<file path="src/rtl/matmul_sched_pkg.sv">
// Shared types for the matmul job scheduler: descriptor layout and FSM state encoding.
package matmul_sched_pkg;

    localparam int ADDR_W = 16;
    localparam int DIM_W  = 16;
    localparam int CNT_W  = 16;

    localparam logic [1:0] ST_IDLE   = 2'd0;
    localparam logic [1:0] ST_LAUNCH = 2'd1;
    localparam logic [1:0] ST_WAIT   = 2'd2;
    localparam logic [1:0] ST_ERROR  = 2'd3;

    typedef enum logic [1:0] {
        IDLE   = ST_IDLE,
        LAUNCH = ST_LAUNCH,
        WAIT   = ST_WAIT,
        ERROR  = ST_ERROR
    } sched_state_e;

    typedef struct packed {
        logic [ADDR_W-1:0] a_addr;
        logic [ADDR_W-1:0] b_addr;
        logic [ADDR_W-1:0] c_addr;
        logic [DIM_W-1:0]  m;
        logic [DIM_W-1:0]  n;
        logic [DIM_W-1:0]  p;
    } job_t;

    function automatic logic is_zero_dim(input job_t j);
        return (j.m == '0) || (j.n == '0) || (j.p == '0);
    endfunction

endpackage

</file>
<file path="src/rtl/sched_desc_fifo.sv">
// Descriptor queue: synchronous FIFO of job_t with flush; pointers carry an extra
// wrap bit so full and empty are distinguishable without a separate counter.
module sched_desc_fifo
    import matmul_sched_pkg::*;
#(
    parameter int DEPTH = 4
) (
    input  logic                           clk,
    input  logic                           reset_n,
    input  logic                           push_i,
    input  logic                           pop_i,
    input  logic                           flush_i,
    input  job_t                           wr_data_i,
    output job_t                           rd_data_o,
    output logic                           full_o,
    output logic                           empty_o,
    output logic [$clog2(DEPTH+1)-1:0]     count_o
);

    localparam int AW = $clog2(DEPTH);

    logic [AW:0] wr_q, wr_d;
    logic [AW:0] rd_q, rd_d;
    job_t        mem_q [DEPTH];
    logic        do_push;
    logic        do_pop;

    assign empty_o   = (wr_q == rd_q);
    assign full_o    = (wr_q[AW] != rd_q[AW]) && (wr_q[AW-1:0] == rd_q[AW-1:0]);
    assign count_o   = wr_q - rd_q;
    assign rd_data_o = mem_q[rd_q[AW-1:0]];

    // A flush frees every slot, so a same-cycle push always lands as the sole entry.
    assign do_pop  = pop_i & ~empty_o & ~flush_i;
    assign do_push = push_i & (~full_o | do_pop | flush_i);

    always_comb begin
        wr_d = wr_q;
        rd_d = rd_q;
        if (flush_i) begin
            rd_d = wr_q;
        end else if (do_pop) begin
            rd_d = rd_q + 1'b1;
        end
        if (do_push) begin
            wr_d = wr_q + 1'b1;
        end
    end

    always_ff @(posedge clk) begin
        if (!reset_n) begin
            wr_q <= '0;
            rd_q <= '0;
        end else begin
            wr_q <= wr_d;
            rd_q <= rd_d;
        end
    end

    always_ff @(posedge clk) begin
        if (do_push) begin
            mem_q[wr_q[AW-1:0]] <= wr_data_i;
        end
    end

endmodule

</file>
<file path="src/rtl/matmul_job_scheduler.sv">
// Job-queue front end for the systolic array: buffers descriptors, launches them one at
// a time, retires on a rising done edge, skips zero-dimension jobs, and watchdogs hangs.
//
// state  | meaning
// IDLE   | no job in flight; pops the queue head when one is present
// LAUNCH | descriptor registered, start_o high for this single cycle
// WAIT   | array running; waits for a rising operation_done_i or the watchdog
// ERROR  | watchdog expired; queue still accepts pushes, only flush_i recovers
module matmul_job_scheduler
    import matmul_sched_pkg::*;
#(
    parameter int QUEUE_DEPTH    = 4,
    parameter int ADDR_WIDTH     = 16,
    parameter int DIM_WIDTH      = 16,
    parameter int TIMEOUT_CYCLES = 65535
) (
    input  logic                                clk,
    input  logic                                reset_n,
    input  logic                                job_valid_i,
    output logic                                job_ready_o,
    input  logic [ADDR_WIDTH-1:0]               job_a_addr_i,
    input  logic [ADDR_WIDTH-1:0]               job_b_addr_i,
    input  logic [ADDR_WIDTH-1:0]               job_c_addr_i,
    input  logic [DIM_WIDTH-1:0]                job_m_i,
    input  logic [DIM_WIDTH-1:0]                job_n_i,
    input  logic [DIM_WIDTH-1:0]                job_p_i,
    input  logic                                flush_i,
    output logic                                start_o,
    output logic [ADDR_WIDTH-1:0]               base_addr_a_o,
    output logic [ADDR_WIDTH-1:0]               base_addr_b_o,
    output logic [ADDR_WIDTH-1:0]               base_addr_c_o,
    output logic [DIM_WIDTH-1:0]                m_o,
    output logic [DIM_WIDTH-1:0]                n_o,
    output logic [DIM_WIDTH-1:0]                p_o,
    input  logic                                operation_done_i,
    output logic                                busy_o,
    output logic [$clog2(QUEUE_DEPTH+1)-1:0]    queue_count_o,
    output logic                                job_done_o,
    output logic [CNT_W-1:0]                    jobs_done_o,
    output logic                                skip_o,
    output logic                                error_o
);

    // Down-counter loaded with TIMEOUT_CYCLES-1 so it hits zero in the last allowed WAIT cycle.
    localparam int WD_W = (TIMEOUT_CYCLES > 1) ? $clog2(TIMEOUT_CYCLES) : 1;
    localparam logic [WD_W-1:0] WD_LOAD = WD_W'((TIMEOUT_CYCLES > 0) ? TIMEOUT_CYCLES - 1 : 0);

    sched_state_e     state_q, state_d;
    job_t             desc_q, desc_d;
    job_t             push_job;
    job_t             head_job;
    logic [WD_W-1:0]  wd_q, wd_d;
    logic [CNT_W-1:0] jobs_q, jobs_d;
    logic             error_q, error_d;
    logic             job_done_q, job_done_d;
    logic             skip_q, skip_d;
    logic             done_q;
    logic             fifo_full;
    logic             fifo_empty;
    logic             pop;
    logic             done_rise;
    logic             timeout;

    assign push_job = {job_a_addr_i, job_b_addr_i, job_c_addr_i, job_m_i, job_n_i, job_p_i};

    assign pop         = (state_q == IDLE) & ~fifo_empty & ~flush_i;
    assign job_ready_o = ~fifo_full | pop | flush_i;
    assign done_rise   = operation_done_i & ~done_q;
    assign timeout     = (TIMEOUT_CYCLES != 0) && (wd_q == '0);

    sched_desc_fifo #(
        .DEPTH(QUEUE_DEPTH)
    ) u_fifo (
        .clk       (clk),
        .reset_n   (reset_n),
        .push_i    (job_valid_i & job_ready_o),
        .pop_i     (pop),
        .flush_i   (flush_i),
        .wr_data_i (push_job),
        .rd_data_o (head_job),
        .full_o    (fifo_full),
        .empty_o   (fifo_empty),
        .count_o   (queue_count_o)
    );

    always_comb begin
        state_d    = state_q;
        desc_d     = desc_q;
        wd_d       = wd_q;
        jobs_d     = jobs_q;
        error_d    = error_q;
        job_done_d = 1'b0;
        skip_d     = 1'b0;
        case (state_q)
            IDLE: begin
                if (pop) begin
                    desc_d = head_job;
                    if (is_zero_dim(head_job)) begin
                        job_done_d = 1'b1;
                        skip_d     = 1'b1;
                        jobs_d     = jobs_q + 1'b1;
                    end else begin
                        state_d = LAUNCH;
                    end
                end
            end
            LAUNCH: begin
                wd_d    = WD_LOAD;
                state_d = WAIT;
            end
            WAIT: begin
                // A completion in the watchdog's final cycle still retires normally.
                if (done_rise) begin
                    job_done_d = 1'b1;
                    jobs_d     = jobs_q + 1'b1;
                    state_d    = IDLE;
                end else if (timeout) begin
                    error_d = 1'b1;
                    state_d = ERROR;
                end else if (wd_q != '0) begin
                    wd_d = wd_q - 1'b1;
                end
            end
            ERROR: begin
                if (flush_i) begin
                    error_d = 1'b0;
                    state_d = IDLE;
                end
            end
            default: state_d = IDLE;
        endcase
    end

    always_ff @(posedge clk) begin
        if (!reset_n) begin
            state_q    <= IDLE;
            desc_q     <= '0;
            wd_q       <= '0;
            jobs_q     <= '0;
            error_q    <= 1'b0;
            job_done_q <= 1'b0;
            skip_q     <= 1'b0;
            done_q     <= 1'b0;
        end else begin
            state_q    <= state_d;
            desc_q     <= desc_d;
            wd_q       <= wd_d;
            jobs_q     <= jobs_d;
            error_q    <= error_d;
            job_done_q <= job_done_d;
            skip_q     <= skip_d;
            done_q     <= operation_done_i;
        end
    end

    assign start_o       = (state_q == LAUNCH);
    assign busy_o        = (state_q != IDLE);
    assign base_addr_a_o = desc_q.a_addr;
    assign base_addr_b_o = desc_q.b_addr;
    assign base_addr_c_o = desc_q.c_addr;
    assign m_o           = desc_q.m;
    assign n_o           = desc_q.n;
    assign p_o           = desc_q.p;
    assign job_done_o    = job_done_q;
    assign jobs_done_o   = jobs_q;
    assign skip_o        = skip_q;
    assign error_o       = error_q;

endmodule

</file>
<file path="config.mk">
export PLATFORM = sky130hd
export DESIGN_NAME = matmul_job_scheduler
export DESIGN_NICKNAME = d
export VERILOG_FILES = /design/src/rtl/matmul_sched_pkg.sv /design/src/rtl/sched_desc_fifo.sv /design/src/rtl/matmul_job_scheduler.sv
export SDC_FILE = /design/constraint.sdc
export NUM_CORES = 1
export LEC_CHECK = 0
export ABC_CLOCK_PERIOD_IN_PS = 3940
export CAP_MARGIN = 5
export CORE_UTILIZATION = 31
export CTS_CLUSTER_DIAMETER = 60
export DETAILED_ROUTE_END_ITERATION = 10
export PLACE_DENSITY = 0.54
export SLEW_MARGIN = 0
export SYNTH_ARGS = -nofsm -noshare
export SYNTH_HDL_FRONTEND = slang
export SYNTH_SLANG_ARGS = --single-unit
export TNS_END_PERCENT = 30
</file>
<file path="constraint.sdc">
create_clock -name clk -period 3.94 [get_ports clk]
set_input_delay 0.788 -clock clk [delete_from_list [all_inputs] [get_ports clk]]
set_output_delay 0.788 -clock clk [all_outputs]
set_load 0.02 [all_outputs]
</file>
; ---- Word level (Yosys, flattened, before mapping)
; Memory sizes are Yosys's and may differ from the RTL's. A register that Yosys moved wholly into a read port is not among the register bits.
; Cells that the tools add are included.
[op_classes]
mux = 28
n_eq_ne = 16
addsub = 5
n_bitwise = 15
reduce_logical = 20
[op_table]
columns = op, count
row1 = $mux 16, 6
row2 = $logic_not 16->1, 4
row3 = $pmux 16 s2, 2
row4 = $add 16x1->16 const B, 1
row5 = $ne 2x2->1 const B, 8
row6 = $reduce_and 4->1, 4
row7 = $reduce_bool 16->1, 1
row8 = $sub 16x1->16 const B, 1
row9 = $mux 2, 7
row10 = $reduce_bool 2->1, 5
row11 = $mux 1, 8
row12 = $pmux 2 s4, 1
row13 = $and 1x1->1, 7
row14 = $add 3x1->3 const B, 2
row15 = $mux 3, 2
row16 = $eq 2x2->1 const B, 2
row17 = $not 1->1, 4
row18 = $or 1x1->1, 4
row19 = $pmux 1 s2, 2
row20 = $reduce_and 2->1, 2
row21 = $eq 3x3->1, 1
row22 = $ne 3x3->1 const B, 1
row23 = $sub 3x3->3, 1
row24 = $eq 2x1->1 const B, 1
row25 = other kinds (6), 7
[totals]
regBits = 140
n_memories = 1
wordCells = 100
ramBits = 384
[memory_table]
columns = name, words, word_bits, read_ports, rd_clocked_by_memory_dff, write_ports, line
row1 = u_fifo.mem_q, 4, 96, 1, 1, 1, sched_desc_fifo.sv:24  ; job_t mem_q [DEPTH];

; ---- Longest topological paths before layout
; Gate-level depths: netlist of the first run.
[depth]
word_depth = 11
depth_mapped = 9

; ---- Hierarchy
; Synthesis of the first run repeated with hierarchy kept, for this count alone.
[hier_totals]
hier_cells = 1231
hier_area_um2 = 19715.2
[modules_own_cells]
columns = mod, instances, seq_area_each_um2, cells_per_inst, area_per_inst_um2
row1 = sched_desc_fifo, 1, 11691.2, 571, 14432.6
row2 = matmul_job_scheduler, 1, 2682.6, 660, 5282.6

; ---- Least setup slack after synthesis of the first run
; Ideal clock, no wire load.
[synth_timing]
path_type = input-to-reg
start = in flush_i
end = mem u_fifo.mem_q[3][0] in the netlist's numbering, enable pin
stages = 3
n_path_buf = 1
setup_slack_ps = -62
arrival_ps = 3534
cell_sequence = or4_1 -> clkbuf_1 -> and3_1
[synth_via]
elab_cells_between_ends = 12
cone_classes = mux: 2 / bitwise: 10
[synth_lines]
columns = item, line
row1 = start: declaration, matmul_job_scheduler.sv:27  ; input logic flush_i,
row2 = $not 1->1, matmul_job_scheduler.sv:66  ; assign pop = (state_q == IDLE) & ~fifo_empty & ~flush_i;
row3 = $and 1x1->1, matmul_job_scheduler.sv:66
row4 = $or 1x1->1, matmul_job_scheduler.sv:67  ; assign job_ready_o = ~fifo_full | pop | flush_i;
row5 = $or 1x1->1 *, matmul_job_scheduler.sv:67
row6 = net job_ready_o, matmul_job_scheduler.sv:20  ; output logic job_ready_o,
row7 = $and 1x1->1 *, matmul_job_scheduler.sv:76  ; .push_i (job_valid_i & job_ready_o),
row8 = $and 1x1->1 *, sched_desc_fifo.sv:35  ; assign do_push = push_i & (~full_o | do_pop | flush_i);
row9 = $mux 1 *, sched_desc_fifo.sv:61  ; if (do_push) begin
row10 = $mux 1 (not written as such) *, sched_desc_fifo.sv:62  ; mem_q[wr_q[AW-1:0]] <= wr_data_i;
row11 = end: declaration, sched_desc_fifo.sv:24
; The timed path passes the listed nets; every way through them passes the cells marked *.

; ---- Final worst setup path of the first run
[layout_timing]
start = reg state_q[1]
end = out job_ready_o
[layout_via]
elab_chain_cells = 5
[layout_rtl]
columns = item, line
row1 = start: declaration, matmul_job_scheduler.sv:48  ; sched_state_e state_q, state_d;
row2 = start signal: assignment, matmul_job_scheduler.sv:145  ; state_q <= state_d;
row3 = $logic_not 2->1, matmul_job_scheduler.sv:66
row4 = $and 1x1->1 (2 in series), matmul_job_scheduler.sv:66
row5 = $or 1x1->1 (2 in series), matmul_job_scheduler.sv:67
row6 = end: declaration, matmul_job_scheduler.sv:20
; Every way passes these cells.

==> metrics.log, run 1 <==
[metrics] run status: completed
[metrics] type of the worst min-delay path: flop to flop
[metrics] number of iterations in the first detailed-routing pass: 5
[metrics] detailed-placement wirelength estimate: between 30 and 40 mm
[metrics] start-to-end type of the worst setup path: flop to output pin
[metrics] Post-CTS Setup Repair Bufs: 0
[metrics] TritonCTS Buffers: 56
[metrics] Relative slew margins: 23.5%
[metrics] die area: about 64000 um^2
[metrics] number of sinks on the clock net: roughly 530
[metrics] # DRC: 0
[metrics] clock-pin slew reported for the worst setup and hold paths after clock tree synthesis: about 60 ps
[metrics] Slew @ Worst Pin: approximately 1100 ps
[metrics] Crit path arrival time: between 2000 and 3000 ps
[metrics] distinct cell type count after synthesis: between 40 and 50
[metrics] top post-synthesis cells by count: edfxtp_1 (384), nand2_1 (211), dfxtp_1 (142)
[metrics] Worst Path Max Fanout: 15
[metrics] required arrival time at the worst endpoint: roughly 3200 ps
[metrics] synthesized-area fraction occupied by ao, oa, aoi and oai cells: under 10%
[metrics] Top FF cell, synth: edfxtp_1
[metrics] main area contributors after synthesis: edfxtp_1 (59%), dfxtp_1 (14%), mux4_2 (11%)
[metrics] final worst slack: 386 ps
[metrics] number of cells traversed by the worst hold path: 2
[metrics] effective utilization at floorplan: between 30% and 40%
[metrics] highest cell delay on the worst timing path: 710 ps
[metrics] async set or reset register ratio after synthesis: 0%
[metrics] Layout area overhead: 26.7%
[metrics] share of final-layout standard cells stronger than drive strength 1: 14.8%
[metrics] Antenna Diode Count: 0
[metrics] violation count after the first detailed-route iteration: between 600 and 700
[metrics] Register-to-Register Path Depth: 7
[metrics] Layout Cells excl Fill: between 2k and 2.5k
[metrics] slowest stage cell on the critical path: or4_1
[metrics] area of the core: just over 60000 um^2
[metrics] fin crit period: roughly 3600 ps
[metrics] Routability Congestion: between 0.7 and 0.8
[metrics] area leader, netlist: edfxtp_1
[metrics] total via count after detailed routing: between 10k and 15k
[metrics] total nets after synthesis: 1332
[metrics] Final Skew: 45.4 ps
[metrics] clock tree from TritonCTS: yes
[metrics] Synth Area in XOR/XNOR: 0.669%
[metrics] largest net degree at the start of global routing: 70
[metrics] power density over the cells: between 500 and 600 nW/um^2
[metrics] top-level I/O count: between 200 and 250
[metrics] GRT Total Usage: 14.8%
[metrics] cells traversed along the worst timing path: nor2_1 > or4_1 > clkdlybuf4s50_1
[metrics] yosys warns: 0
[metrics] arithmetic-cell share of the synthesized area counting full adders, half adders and majority gates: less than 1%
[metrics] setup total negative slack: 0 ps
[metrics] largest family of logic cells by synthesized area: multiplexers
[metrics] final critical-path share of the clock period: roughly nine tenths
[metrics] number of gates given a new drive strength after cts: 0
[metrics] total of endpoints with negative setup slack in the final report: 0
[metrics] latest clock arrival within the worst-skew pair: 630 ps
[metrics] dominant cell by count in the synthesized netlist: edfxtp_1
[metrics] worst reg2reg setup slack: 530 ps
[metrics] area share of the largest cell type after synthesis: 58.7%
[metrics] hold endpoint: base_addr_a_o[11]
[metrics] number of maximum-capacitance violations: 0
[metrics] Setup Slack @ Placement: 502 ps
[metrics] Final Hold Viols: 0
[metrics] CTS Hold Buffers Added: 0
[metrics] leakage component of the power: about 8 nW
[metrics] CTS H-Tree Depth: 2
[metrics] overall routed net length: ~48 mm
[metrics] Achievable Freq: roughly 280 MHz
[metrics] routed wirelength normalized by instance count: about 20 um
[metrics] cell count after synthesis: 1220
[metrics] maximum buffer depth of the clock tree: 3
[metrics] number of synthesized flops with an enable pin: approximately 380
[metrics] buffers added on ports: around 220
[metrics] Die Span X: between 200 and 300 um
[metrics] multiplexer share of the synthesized area: around an eighth
[metrics] largest voltage drop on the vdd net: 356 uV
[metrics] number of cells after detailed placement: between 2k and 2.5k
[metrics] synthesized area per cell: between 15 and 20 um^2
[metrics] ANT nets after route: 0
[metrics] # nets final: 1573
[metrics] via count of the first global-routing pass: around 12k
[metrics] Clk Tree Root Cell: clkbuf_16
[metrics] CP Launch Type: flop
[metrics] number of pins with negative max-slew slack in the final report: 0
[metrics] wire length of the first global-routing pass: slightly above 70 mm
[metrics] Min-Delay Startpoint: base_addr_a_o[11]
[metrics] type of element capturing the critical path: output pin
[metrics] total of flip-flops plus latches after synthesis: 526
[metrics] aggregate global routing overflow: 0
[metrics] detail-routed via count per cell: between 4 and 5
[metrics] sequential cell area fraction in the yosys report: between 70% and 80%
[metrics] synthesized area: 19600 um^2
[metrics] vertical extent of the die: ~250 um
[metrics] capture instance of the worst register-to-register path: jobs_done_o[15]
[metrics] share of synthesized cell area in and, or, nand and nor gates: under 10%
[metrics] unrepaired setup endpoints after global routing: false
[metrics] number of antenna violations at the first check in global routing: 8
[metrics] number of placement rows: between 90 and 100
[metrics by stage]
step | hold slack, ps | power (mW) | instance area (um^2) | utilization (%)
after floorplan | 473 | 8.45 | 19600 | -
after global placement | 444 | 9.55 | 23000 | 37.0
after detailed placement | 447 | 9.59 | 23000 | 37.0
after CTS | 455 | 14.9 | 24900 | 40.0
after global routing | 473 | 15.4 | 24900 | 40.0
final | 453 | 14.7 | 24900 | 40.0
[final cells by class]
type                    count  area, um^2
clock buffers              78        1560
well taps                 837        1050
clock inverters            28         329
repair buffers            251        2550
fillers                  5727       37300
inverters                  13        51.3
multi-input cells         613        4950
flip-flops and latches    526       14400
[layer usage]
layer  GRT usage [%]  vias to the layer above  wire (um)
li1                -                     5154          -
met1            20.2                     5686      21600
met2            23.3                      272      22200
met3            4.05                       73       2970
met4            3.29                       16        740
met5               0                        -        112
[worst max-delay path by stage]
stage	startpoint	endpoint	slack, ps	cells after the start
floorplan	flush_i	u_fifo.mem_q[2][0]	-30	3
finish	state_q[1]	job_ready_o	390	3
global placement	flop	jobs_done_o[11]	520	7
detailed placement	flop	jobs_done_o[11]	500	7
global route	state_q[1]	job_ready_o	220	3
CTS	state_q[1]	job_ready_o	350	3
[worst max-delay path: cells and delay by family, from the launching register on]
family,cells,cell delay (ps)
AND/OR/NAND/NOR,2,930
buffers and inverters,1,610
flip-flops,1,630
[cell families (layout without fill, tap and decap cells)]
kind of cell,after synthesis,in the layout
AND/OR/NAND/NOR,323,323
AO/OA/AOI/OAI,153,153
flip-flops,526,526
adder cells (fa/ha/maj),11,11
buffers and inverters,81,370
XOR/XNOR,15,15
multiplexers,111,111
[power by group]
group	total, mW	internal [mW]	leakage [nW]	switching, mW
combinational	2.72	1.17	2.40	1.56
sequential	6.70	6.41	4.69	0.289
clock	5.30	3.12	0.921	2.18
[cells in the final DEF, fill, tap and decap left out, drive strengths merged, types with 3 or more instances in the layout]
| master | instances |
|---|---|
| o31a | 5 |
| and4 | 3 |
| dfxtp | 142 |
| nand2 | 211 |
| a31oi | 3 |
| nor2b | 4 |
| nor3 | 11 |
| clkinv | 18 |
| xnor2 | 10 |
| and3 | 10 |
| a211oi | 3 |
| nand3 | 12 |
| a21oi | 112 |
| xor2 | 5 |
| nor2 | 22 |
| inv | 16 |
| mux4 | 96 |
| nand2b | 11 |
| clkbuf | 78 |
| nand4 | 3 |
| o21a | 5 |
| nor4 | 19 |
| o31ai | 5 |
| ha | 10 |
| buf | 30 |
| bufinv | 5 |
| mux2i | 15 |
| edfxtp | 384 |
| or4 | 8 |
| clkdlybuf4s50 | 221 |
| o21ai | 7 |
[registers in the layout, indices dropped and copies added, names as in the netlist, 16 cells and up, named ones only]
signal / cells
base_addr_c_o: 16
base_addr_b_o: 16
base_addr_a_o: 16
m_o: 16
p_o: 16
n_o: 16
jobs_done_o: 16
wd_q: 16
u_fifo.mem_q: 384
Note: power is estimated with default switching activity, not from simulation.
==> inputs of run 2 (changes only) <==
--- a/config.mk
+++ b/config.mk
@@ -14,5 +14,6 @@
 export SLEW_MARGIN = 0
 export SYNTH_ARGS = -nofsm -noshare
 export SYNTH_HDL_FRONTEND = slang
+export SYNTH_HIERARCHICAL = 1
 export SYNTH_SLANG_ARGS = --single-unit
 export TNS_END_PERCENT = 30
==> metrics.log, run 2 <==
[metrics] dominant cell by count in the synthesized netlist: edfxtp_1
[metrics] detail-routed via count per cell: 4.73 (-0.92%)
[metrics] area share of the largest cell type after synthesis: 58.5% (-0.26 points)
[metrics] total of flip-flops plus latches after synthesis: 526 (unchanged)
[metrics] number of cells after detailed placement: 2254 (+0.63%)
[metrics] number of stages on the worst setup path: 7 (+4)
[metrics] number of pins with negative max-slew slack in the final report: 0 (unchanged)
[metrics] total via count after detailed routing: 11.2k (-0.46%)
[metrics] number of sinks on the clock net: 526 (unchanged)
[metrics] Setup Slack @ Placement: 210 ps (-292 ps)
[metrics] run status: completed
[metrics] detailed-placement wirelength estimate: 29.8 mm (-1.4%)
[metrics] Relative slew margins: 38.0% (+14 points)
[metrics] CTS Hold Buffers Added: 0 (unchanged)
[metrics] # nets final: 1576 (+0.19%)
[metrics] clock-pin slew reported for the worst setup and hold paths after clock tree synthesis: 60 ps (about the same)
[metrics] CTS H-Tree Depth: 2 (unchanged)
[metrics] Top FF cell, synth: edfxtp_1
[metrics] number of antenna violations at the first check in global routing: 7 (-1)
[metrics] buffers added on ports: 221 (unchanged)
[metrics] sequential cell area fraction in the yosys report: 72.9% (-0.32 points)
[metrics] leakage component of the power: 7.89 nW (-1.4%)
[metrics] Slew @ Worst Pin: 930 ps (-207 ps)
[metrics] met1 track utilization from global routing: 19.7% (-0.50 points)
[metrics] worst reg2reg setup slack: 310 ps (-220 ps)
[metrics] number of maximum-capacitance violations: 0 (unchanged)
[metrics] kind of cell adding the most delay to the critical path: simple AND/OR/NAND/NOR gates
[metrics] vertical extent of the die: 254 um (+0.22%)
[metrics] Layout Cells excl Fill: 2357 (+0.47%)
[metrics] latest clock arrival within the worst-skew pair: 600 ps (-30 ps)
[metrics] Die Span X: 254 um (+0.22%)
[metrics] met3 layer usage reported by global route: 2.60% (-1.4 points)
[metrics] cell count after synthesis: 1231 (+0.90%)
[metrics] number of cells traversed by the worst hold path: 2 (unchanged)
[metrics] type of the worst min-delay path: flop to flop
[metrics] async set or reset register ratio after synthesis: 0% (unchanged)
[metrics] overall routed net length: 47.0 mm (-1.3%)
[metrics] power density over the cells: 553 nW/um^2 (-6.7%)
[metrics] commonest non-fill, non-tap cell in the layout: edfxtp_1
[metrics] distinct cell type count after synthesis: 60 (+25%)
[metrics] required arrival time at the worst endpoint: 4450 ps (+1300 ps)
[metrics] number of synthesized flops with an enable pin: 384 (unchanged)
[metrics] final standard cell area without fillers: 24800 um^2 (-0.24%)
[metrics] final worst slack: 307 ps (-79.1 ps)
[metrics] unrepaired setup endpoints after global routing: false
[metrics] Post-DP Area: 23000 um^2 (+0.13%)
[metrics] ANT nets after route: 0 (unchanged)
[metrics] wire length of the first global-routing pass: 71.1 mm (+0.21%)
[metrics] number of placement rows: 92 (+1.1%)
[metrics] type of element capturing the critical path: flop
[metrics] commonest cells after routing, fill and taps aside: edfxtp_1 (384), clkdlybuf4s50_1 (221), nand2_1 (210), dfxtp_1 (140), a21oi_1 (121)
[metrics] synthesized area: 19700 um^2 (+0.44%)
[metrics] start-to-end type of the worst setup path: flop to flop
[metrics] final hold slack: 453 ps (+0.762 ps)
[metrics] highest cell delay on the worst timing path: 590 ps (-120 ps)
[metrics] Clk Tree Root Cell: clkbuf_16
[metrics] setup total negative slack: 0 ps (unchanged)
[metrics] aggregate global routing overflow: 0 (unchanged)
[metrics] # DRC: 0 (unchanged)
[metrics] critical path buffer and inverter count: 1 (unchanged)
[metrics] effective utilization at floorplan: 31.3% (-0.26 points)
[metrics] CP Launch Type: flop
[metrics] Crit path arrival time: 4140 ps (+1370 ps)
[metrics] share of final-layout standard cells stronger than drive strength 1: 14.8% (about the same)
[metrics] fillcell total: 5825 (+1.7%)
[metrics] total of endpoints with negative setup slack in the final report: 0 (unchanged)
[metrics] number of gates given a new drive strength after cts: 0 (unchanged)
[metrics] Final Skew: 39.8 ps (-5.60 ps)
[metrics] Routability Congestion: 0.746 (-4.4%)
[metrics] Register-to-Register Path Depth: 7 (unchanged)
[metrics] largest voltage drop on the vdd net: 275 uV (-23%)
[metrics] top post-synthesis cells by count: edfxtp_1 (384), nand2_1 (210), dfxtp_1 (142)
[metrics] Layout area overhead: 25.9%
[metrics] routed wirelength normalized by instance count: 19.9 um (-1.7%)
[metrics] GRT Total Usage: 14.6% (-0.15 points)
[metrics] yosys warns: 6 (+6)
[metrics] fin crit period: 3630 ps (+79.1 ps)
[metrics] die area: 64600 um^2 (+0.44%)
[metrics] Final Hold Viols: 0 (unchanged)
[metrics] largest net degree at the start of global routing: 78 (+11%)
[metrics] slowest stage cell on the critical path: or4_1
[metrics] Post-CTS Setup Repair Bufs: 0 (unchanged)
[metrics] top-level I/O count: 222 (unchanged)
[metrics] via count of the first global-routing pass: 11.4k (-1.3%)
[metrics] synthesized area per cell: 16.0 um^2 (-0.46%)
[metrics] Achievable Freq: 275 MHz (-2.2%)
[metrics] max FFs per register: 384 (unchanged)
[metrics] TritonCTS Buffers: 54 (-3.6%)
[metrics] core utilization of the finished layout: 39.4% (-0.60 points)
[metrics] final critical-path share of the clock period: 92.2% (+2.0 points)
[metrics] area of the core: 63000 um^2 (+1.3%)
[metrics] main area contributors after synthesis: edfxtp_1 (58%), dfxtp_1 (14%), mux4_2 (11%)
[metrics] clock tree from TritonCTS: yes
[metrics] busiest layer in global routing: met2
[metrics] total nets after synthesis: 1343 (+0.83%)
[metrics] cells traversed along the worst timing path: buf_12 > mux4_2 > nor4_1 > nand4_1 > and4_1 > or4_1 > a21oi_1
[metrics] Pwr Total: 13.7 mW (-6.9%)
[metrics] global-route track usage on met2: 24.0% (+0.67 points)
[metrics] violation count after the first detailed-route iteration: 615 (+0.65%)
[metrics] area leader, netlist: edfxtp_1
[metrics] Worst Path Max Fanout: 26 (+11)
[metrics] maximum buffer depth of the clock tree: 3 (unchanged)
[metrics] number of iterations in the first detailed-routing pass: 5 (unchanged)
[run 2: cell types whose count changed in the layout (fill, tap and decap cells not counted), sizes merged, moves of 7 or more]
cell / delta
or3: +8
clkbuf: +12
nand4: +12
a21oi: +11
mux2i: -8
clkinv: -12
a211oi: +7
[run 2: logic make-up (layout without fill, tap and decap cells)]
logic type,after synthesis,after routing,share of synthesized area [%]
adder cells (fa/ha/maj),11,11,0.736
buffers and inverters,86,365,1.99
AND/OR/NAND/NOR,335,335,8.04
other,0,1,0
flip-flops,526,526,72.9
XOR/XNOR,6,6,0.305
multiplexers,103,103,11.3
AO/OA/AOI/OAI,164,164,4.70
[run 2: final timing paths]
| check | start | end |
|---|---|---|
| setup / recovery | flop | jobs_done_o[12] |
| hold / removal | base_addr_b_o[7] | base_addr_b_o[7] |
| setup reg to reg | flop | jobs_done_o[12] |
| hold reg to reg | base_addr_b_o[7] | base_addr_b_o[7] |
[run 2: final cells by class]
class                   count  area (um^2)  area share, %
inverters                  17         68.8          0.277
diodes                      1         2.50         0.0101
clock buffers              90         1660           6.70
clock inverters            12          139          0.560
well taps                 846         1060           4.27
multi-input cells         619         4960           20.0
repair buffers            246         2540           10.2
flip-flops and latches    526        14400           58.0
[run 2: routing by layer]
| layer | wire length [um] | up-vias | share of wire, % |
|---|---|---|---|
| li1 | - | 5202 | - |
| met1 | 21100 | 5649 | 45 |
| met2 | 22900 | 211 | 49 |
| met3 | 2000 | 78 | 4.2 |
| met4 | 957 | 10 | 2.0 |
| met5 | 66 | - | 0.14 |
[run 2: power by group]
part	internal, mW	switching, mW
Combinational	0.905	1.18
Sequential	6.34	0.195
Clock	3.01	2.08
Total	10.3	3.46
[run 2: tightest hold or removal path, stage by stage, from the launching register on]
cell	delay, ps
dfxtp_1	310
nand2_1	50
a21oi_1	50
